File: src/rtl/encoder3_seq.sv
// Sequential priority encoder: emits one 3-bit code beat per set bit of each
// accepted 8-bit word, scanning from LSB or MSB, with a single beat for zero words.
module encoder3_seq #(
    parameter bit LSB_FIRST = 1'b1
) (
    input  logic       CLK,
    input  logic       RST_N,
    input  logic       IN_VALID,
    output logic       IN_READY,
    input  logic [7:0] IN_DATA,
    output logic       OUT_VALID,
    input  logic       OUT_READY,
    output logic [2:0] OUT_CODE,
    output logic       OUT_LAST,
    output logic       OUT_ZERO
);

    typedef enum logic {
        IDLE = 1'b0,
        EMIT = 1'b1
    } state_t;

    state_t     state, state_next;
    logic [7:0] pending, pending_next;
    logic       zero_q, zero_next;
    logic [2:0] sel_code;
    logic       one_hot;
    logic       accept;
    logic       handshake;

    always_ff @(posedge CLK or negedge RST_N) begin
        if (!RST_N) begin
            state    <= IDLE;
            pending  <= '0;
            zero_q   <= 1'b0;
            IN_READY <= 1'b0;
        end else begin
            state    <= state_next;
            pending  <= pending_next;
            zero_q   <= zero_next;
            IN_READY <= (state_next == IDLE);
        end
    end

    // Later loop iterations overwrite earlier ones, so the scan order picks the
    // winning bit: descending loop leaves the lowest set bit, ascending the highest.
    always_comb begin
        sel_code = '0;
        if (LSB_FIRST) begin
            for (int unsigned i = 8; i > 0; i--) begin
                if (pending[i-1]) sel_code = 3'(i - 1);
            end
        end else begin
            for (int unsigned i = 0; i < 8; i++) begin
                if (pending[i]) sel_code = 3'(i);
            end
        end
    end

    assign one_hot   = (pending != '0) && ((pending & (pending - 8'd1)) == '0);
    assign OUT_VALID = (state == EMIT);
    assign accept    = (state == IDLE) && IN_READY && IN_VALID;
    assign handshake = OUT_VALID && OUT_READY;

    always_comb begin
        OUT_CODE = '0;
        OUT_LAST = 1'b0;
        OUT_ZERO = 1'b0;
        if (OUT_VALID) begin
            OUT_CODE = zero_q ? 3'd0 : sel_code;
            OUT_LAST = zero_q | one_hot;
            OUT_ZERO = zero_q;
        end
    end

    always_comb begin
        state_next   = state;
        pending_next = pending;
        zero_next    = zero_q;
        case (state)
            IDLE: begin
                if (accept) begin
                    state_next   = EMIT;
                    pending_next = IN_DATA;
                    zero_next    = (IN_DATA == '0);
                end
            end
            EMIT: begin
                if (handshake) begin
                    pending_next = pending & ~(8'd1 << sel_code);
                    if (OUT_LAST) begin
                        state_next   = IDLE;
                        pending_next = '0;
                        zero_next    = 1'b0;
                    end
                end
            end
            default: state_next = IDLE;
        endcase
    end

endmodule

File: config.mk
export PLATFORM = sky130hd
export DESIGN_NAME = encoder3_seq
export DESIGN_NICKNAME = d
export VERILOG_FILES = /design/src/rtl/encoder3_seq.sv
export SDC_FILE = /design/constraint.sdc
export NUM_CORES = 1
export LEC_CHECK = 0
export ABC_AREA = 1
export CORE_UTILIZATION = 50
export CTS_BUF_LIST = sky130_fd_sc_hd__clkbuf_16
export DETAILED_ROUTE_END_ITERATION = 12
export PLACE_DENSITY = 0.87
export SYNTH_ARGS = -nofsm -noshare
export SYNTH_HDL_FRONTEND = slang
export SYNTH_SLANG_ARGS = --single-unit
File: constraint.sdc
create_clock -name CLK -period 2.85 [get_ports CLK]
set_input_delay 0.57 -clock CLK [delete_from_list [all_inputs] [get_ports CLK]]
set_output_delay 0.57 -clock CLK [all_outputs]
set_load 0.005 [all_outputs]
==> flow_summary.ini <==
[place]
dpl_cell_area_um2 = 942.2
placed_cells = 147
io_buffers = 18
place_hpwl_um = 1495
place.gp.congestion = 0.7810

[synthesis]
synth_seq_cells = 11
yosysWarnings = 0
synth_edf_count = 0
ys.flop_type = dfrtp_1
yosysMostFrequentCell = nand2_1
synthesis.area_um2 = 743.2
synth_fp_nets = 126
syn_inst = 114
syn_avg_cell_area_um2 = 6.519
synth.top_cells.by_area = dfrtp_1 37%, nand2_1 19%, inv_1 8.1%, nand3_1 5.4%, nor2_1 5.1%
synth_top_area_share = 0.3704
yosys.area.top_type = dfrtp_1
ys_async_sr_fraction = 1.000
synthTopCellsByCount = 37 x nand2_1, 16 x inv_1, 11 x dfrtp_1
ys_seq_area_frac = 0.3704
synth_cell_types = 18

[timing]
min_period_ns = 2.705
hold_viol_final = 0
max_clock_freq_mhz = 369.6
clock_skew_ns = 0.0008080
maxSlewHeadroom = 0.6648
finalCritPeriodShare = 0.9493
finalMaxSlewViolations = 0
tightestPinTransition_ns = 0.5012
tns_ns = 0
rsz0062_at_grt = false
setup_viol = 0

[power]
netSwitchingFraction = 0.4432
p_leak_nw = 0.5243
peakVddDrop_v = 0.0006607
switchingPower_mw = 0.5285
p_comb_frac = 0.553
p_per_area_nw_per_um2 = 1168
internal_power_mw = 0.6638
seqPwrFrac = 0.236
p_clk_frac = 0.211

[cts]
cts_tree = yes
htree_levels = 1
cts_sinks = 11
path_clk_slew_ns = 0.04
cts_resized = 0
cts_setup_buffers = 0
cts_hold_buffers = 0
cts_inserted_buffers = 3
cts_root_buf = clkbuf_16
cts_buffer_depth = 2
clock_latency_ns = 0.24

[drt]
firstDrtPassIters = 4
wl_per_cell_um = 12.85
top_layer_used = met4
ant_nets = 0
via_count = 858
met1Wirelength_um = 756
drc = 0
wl_met3_um = 143
drtIter0Drc = 44
viasPerCell = 5.682
route.met2.wl_um = 1014
wirelength_um = 1940

[floorplan]
die_area_um2 = 1645
fp.dieW_um = 40.56
coreArea_um2 = 1334
boundaryPins = 19
die_y_um = 40.56
placementRows = 13
initial_utilization = 0.5572

[outcome]
outcome = complete, no violations

[worst_setup_path]
crit_arrival_ns = 2.14
cp.required_ns = 2.28
critPathLaunchType = flop
cp-end-kind = output pin
critPathKind = reg2out
path_max_fanout = 7

[hold_path]
hold_path_class = reg2reg

[global_route]
antenna_found_initial = 0
grt_use_total = 0.2633
grt_pass1_wl_um = 2787
grt_max_degree = 12
grt_overflow = 0
grt_pass1_vias = 707

[job]
maxCapViolations = 0

[layout]
finalCoreUtilization = 0.7655
final_layout_size_suffix_gt1_frac = 0.1250
diodes = 0
syn_to_final_growth_pct = 37.37
final_cell_count_no_fill = 151
nets = 149
fin_area_um2 = 1021
flip-flops by register name (all words and copies together), names as in the netlist:
| name | cells |
|---|---|
| pending | 8 |
| IN_READY | 1 |
| OUT_VALID | 1 |
| zero_q | 1 |
power by group through the flow:
stage | clock network, mW | logic, mW | registers, mW
6_report | 0.251 | 0.659 | 0.282
5_1_grt | 0.260 | 0.723 | 0.288
4_1_cts | 0.252 | 0.654 | 0.280
3_5_place_dp | 0 | 0.648 | 0.282
3_3_place_gp | 0 | 0.619 | 0.277
2_1_floorplan | 0 | 0.436 | 0.269
cells in the final DEF, fill, tap and decap left out, types with 3 or more instances in the layout:
master / instances
nand3_1: 8
nand2_2: 4
inv_2: 3
nor2_2: 3
clkdlybuf4s50_1: 18
a21oi_1: 5
clkbuf_16: 3
nor2_1: 10
nand4_1: 4
nand2_1: 37
inv_1: 17
dfrtp_1: 11
o21ai_0: 4
layout make-up:
class	count	area, um2
Tap cell	15	18.77
Multi-Input combinational cell	83	391.6
Timing Repair Buffer	18	180.2
Fill cell	96	312.8
Clock inverter	1	3.754
Sequential cell	11	275.3
Clock buffer	3	75.07
Inverter	20	76.32
worst max-delay path, cell delays in order (launching register included):
cell             delay, ns
dfrtp_1               0.42
nor2_2                0.22
nand2_2               0.10
o21ai_0               0.24
nand3_2               0.20
nand2_2               0.11
nand2_2               0.07
inv_1                 0.06
clkdlybuf4s50_1       0.49
cells by family after synthesis:
kind of cell	share of synthesized area
AND/OR/NAND/NOR	0.4242
buffers and inverters	0.1027
AO/OA/AOI/OAI	0.1027
flip-flops	0.3704
stage by stage:
| step | hold slack, ns | worst slack, ns | power [mW] |
|---|---|---|---|
| 6_report | 0.5679 | 0.1446 | 1.192 |
| 5_1_grt | 0.5982 | 0.04803 | 1.270 |
| 4_1_cts | 0.5642 | 0.1545 | 1.187 |
| 3_5_place_dp | 0.5508 | 0.4105 | 0.9302 |
| 3_3_place_gp | 0.5383 | 0.5131 | 0.8953 |
| 2_1_floorplan | 0.2744 | 1.102 | 0.7055 |
worst paths after layout:
path / depth (start not counted) / to / start / slack, ns
max: 8 / OUT_LAST / pending[3]$_DFFE_PN0P_ / 0.14
min: 2 / pending[2]$_DFFE_PN0P_ / pending[2]$_DFFE_PN0P_ / 0.57
max reg2reg: 8 / OUT_VALID$_DFF_PN0_ / pending[3]$_DFFE_PN0P_ / 1.18
min reg2reg: 2 / pending[2]$_DFFE_PN0P_ / pending[2]$_DFFE_PN0P_ / 0.57
max in group asynchronous: 1 / pending[5]$_DFFE_PN0P_ / RST_N / 1.84
min in group asynchronous: 1 / IN_READY$_DFF_PN0_ / RST_N / 0.67
routing by layer:
layer | GRT usage | vias to the layer above
li1 | - | 411
met1 | 0.2828 | 388
met2 | 0.4841 | 54
met3 | 0.05000 | 5
met4 | 0.1250 | 0
met5 | 0 | -
Note: power is estimated with default switching activity, not from simulation.
==> patch 1, RTL diff (same flow settings) <==
The parameter `LSB_FIRST` goes from 1'b1 to 1'b0.
--- a/src/rtl/encoder3_seq.sv
+++ b/src/rtl/encoder3_seq.sv
@@ -1,7 +1,7 @@
 // Sequential priority encoder: emits one 3-bit code beat per set bit of each
 // accepted 8-bit word, scanning from LSB or MSB, with a single beat for zero words.
 module encoder3_seq #(
-    parameter bit LSB_FIRST = 1'b1
+    parameter bit LSB_FIRST = 1'b0
 ) (
     input  logic       CLK,
     input  logic       RST_N,
Behaviour: not the same (a bounded check fails within 4 cycles, from zero or initial values and one cycle with RST_N low).
==> patch 1 against the unedited design <==
Sequential cell count is the same. Register-to-register slack improved by 170 ps. Setup slack improved by 240 ps. Total power rose by 12%. Largest power group unchanged. Area after synthesis is 1.5% lower. Final cell count decreased by 3.3%. Clock skew is 4.9 ps higher. Final area down 1.6%. Wire length is 2.8% higher. Clock power up 2%. Global-route usage grew 2.1 points.
==> patch 1: results <==
export IMPL_slowest_delay_ps=510
export IMPL_worst_pin_slew_ps=520
export IMPL_grt_max_degree=12
export IMPL_slew_viol_final=0
export IMPL_power_leakage_uw=0.000512
export IMPL_root_buffer="clkbuf_16"
export IMPL_grtUsageMet1_pct=32.0
export IMPL_dpl_cell_area_sq_um=926
export IMPL_path_clk_slew_ps=40
export IMPL_placedCellCount=142
export IMPL_cts_buffer_depth=2
export IMPL_hp_class="reg2reg"
export IMPL_postRouteWirelength_mm=1.99
export IMPL_regMostFlops="pending"
export IMPL_grt_pass1_vias=712
export IMPL_crit_family="buffers and inverters"
export IMPL_place_hpwl_mm=1.38
export IMPL_cp_max_fo=6
export IMPL_ys_flop_type="dfrtp_1"
export IMPL_met2_usage_pct=51.6
export IMPL_finalClockSkew_ps=5.75
export IMPL_synth_nets=122
export IMPL_synth_commonest_cells="48 x nand2_1, 15 x inv_1, 11 x dfrtp_1"
export IMPL_max_vdd_ir_drop_uv=1030
export IMPL_cts_inserted_buffers=3
export IMPL_gp_congestion=0.759
export IMPL_status="completed"
export IMPL_grt_pass1_wl_mm=2.92
export IMPL_worstSkewPairLatency_ps=240
export IMPL_synth_seq_area_share_pct=37.6
export IMPL_track_usage_pct=28.4
export IMPL_vias=812
export IMPL_synth_mux_area_share_pct=0
export IMPL_yosys_top_cells_area="dfrtp_1 38%, nand2_1 25%, inv_1 7.7%"
export IMPL_antenna_found_initial=0
export IMPL_yosys_area_share_adder_pct=0
export IMPL_syn_mean_instance_area_sq_um=6.65
export IMPL_cts_setup_buffers=0
export IMPL_avgViaCountPerCell=5.56
export IMPL_drive_above_1_share_pct=9.16
export IMPL_drt_iter0_markers=17
export IMPL_synth_compound_area_share_pct=10.4
export IMPL_grt_use_met3_pct=6.11
export IMPL_diodes=0
export IMPL_ys_warn_count=0
export IMPL_first_pass_iters=4
export IMPL_synth_distinct_cells=17
patch 1: cell count changes after synthesis, moves of 3 or more:
cell | unedited run | this run
a21oi_1 | 5 | 2
inv_2 | 3 | 0
nand2_1 | 37 | 48
nand4_1 | 4 | 1
nor2_1 | 10 | 4
o21ai_0 | 4 | 7
patch 1: cells by family (layout without fill, tap and decap cells):
group / Yosys count / count (layout)
AO/OA/AOI/OAI: 12 / 12
AND/OR/NAND/NOR: 71 / 71
buffers and inverters: 16 / 37
flip-flops: 11 / 11
patch 1: final cells by class:
type | instances | area, sq um
Multi-Input combinational cell | 83 | 395
Fill cell | 90 | 329
Sequential cell | 11 | 275
Timing Repair Buffer | 18 | 180
Clock buffer | 3 | 75.1
Inverter | 15 | 56.3
Tap cell | 15 | 18.8
Clock inverter | 1 | 3.75
patch 1: layer usage:
| metal | vias to the layer above | wire length (microns) |
|---|---|---|
| met1 | 379 | 789 |
| met2 | 35 | 1050 |
| li1 | 390 | - |
| met4 | 0 | 57 |
| met3 | 8 | 93 |
| met5 | - | 0 |
patch 1: power by group:
group	internal [uW]	switching, uW
clock network	184	70.7
logic	322	460
registers	222	75.1
patch 1: final timing paths:
kind,cells past startpoint,slack [ps],from,endpoint
hold / removal,2,560,pending[3],pending[3]
max in group asynchronous,1,1820,RST_N,pending[1]
setup / recovery,8,390,pending[1],OUT_LAST
hold reg to reg,2,560,pending[3],pending[3]
setup reg to reg,6,1350,OUT_VALID,pending[1]
min in group asynchronous,1,680,RST_N,zero_q
patch 1: metrics by stage:
| step | hold WS, ps | worst slack [ps] |
|---|---|---|
| final | 558 | 387 |
| after global routing | 581 | 289 |
| after CTS | 555 | 384 |
| after detailed placement | 542 | 649 |
| after global placement | 529 | 662 |
| after floorplan | 274 | 1250 |
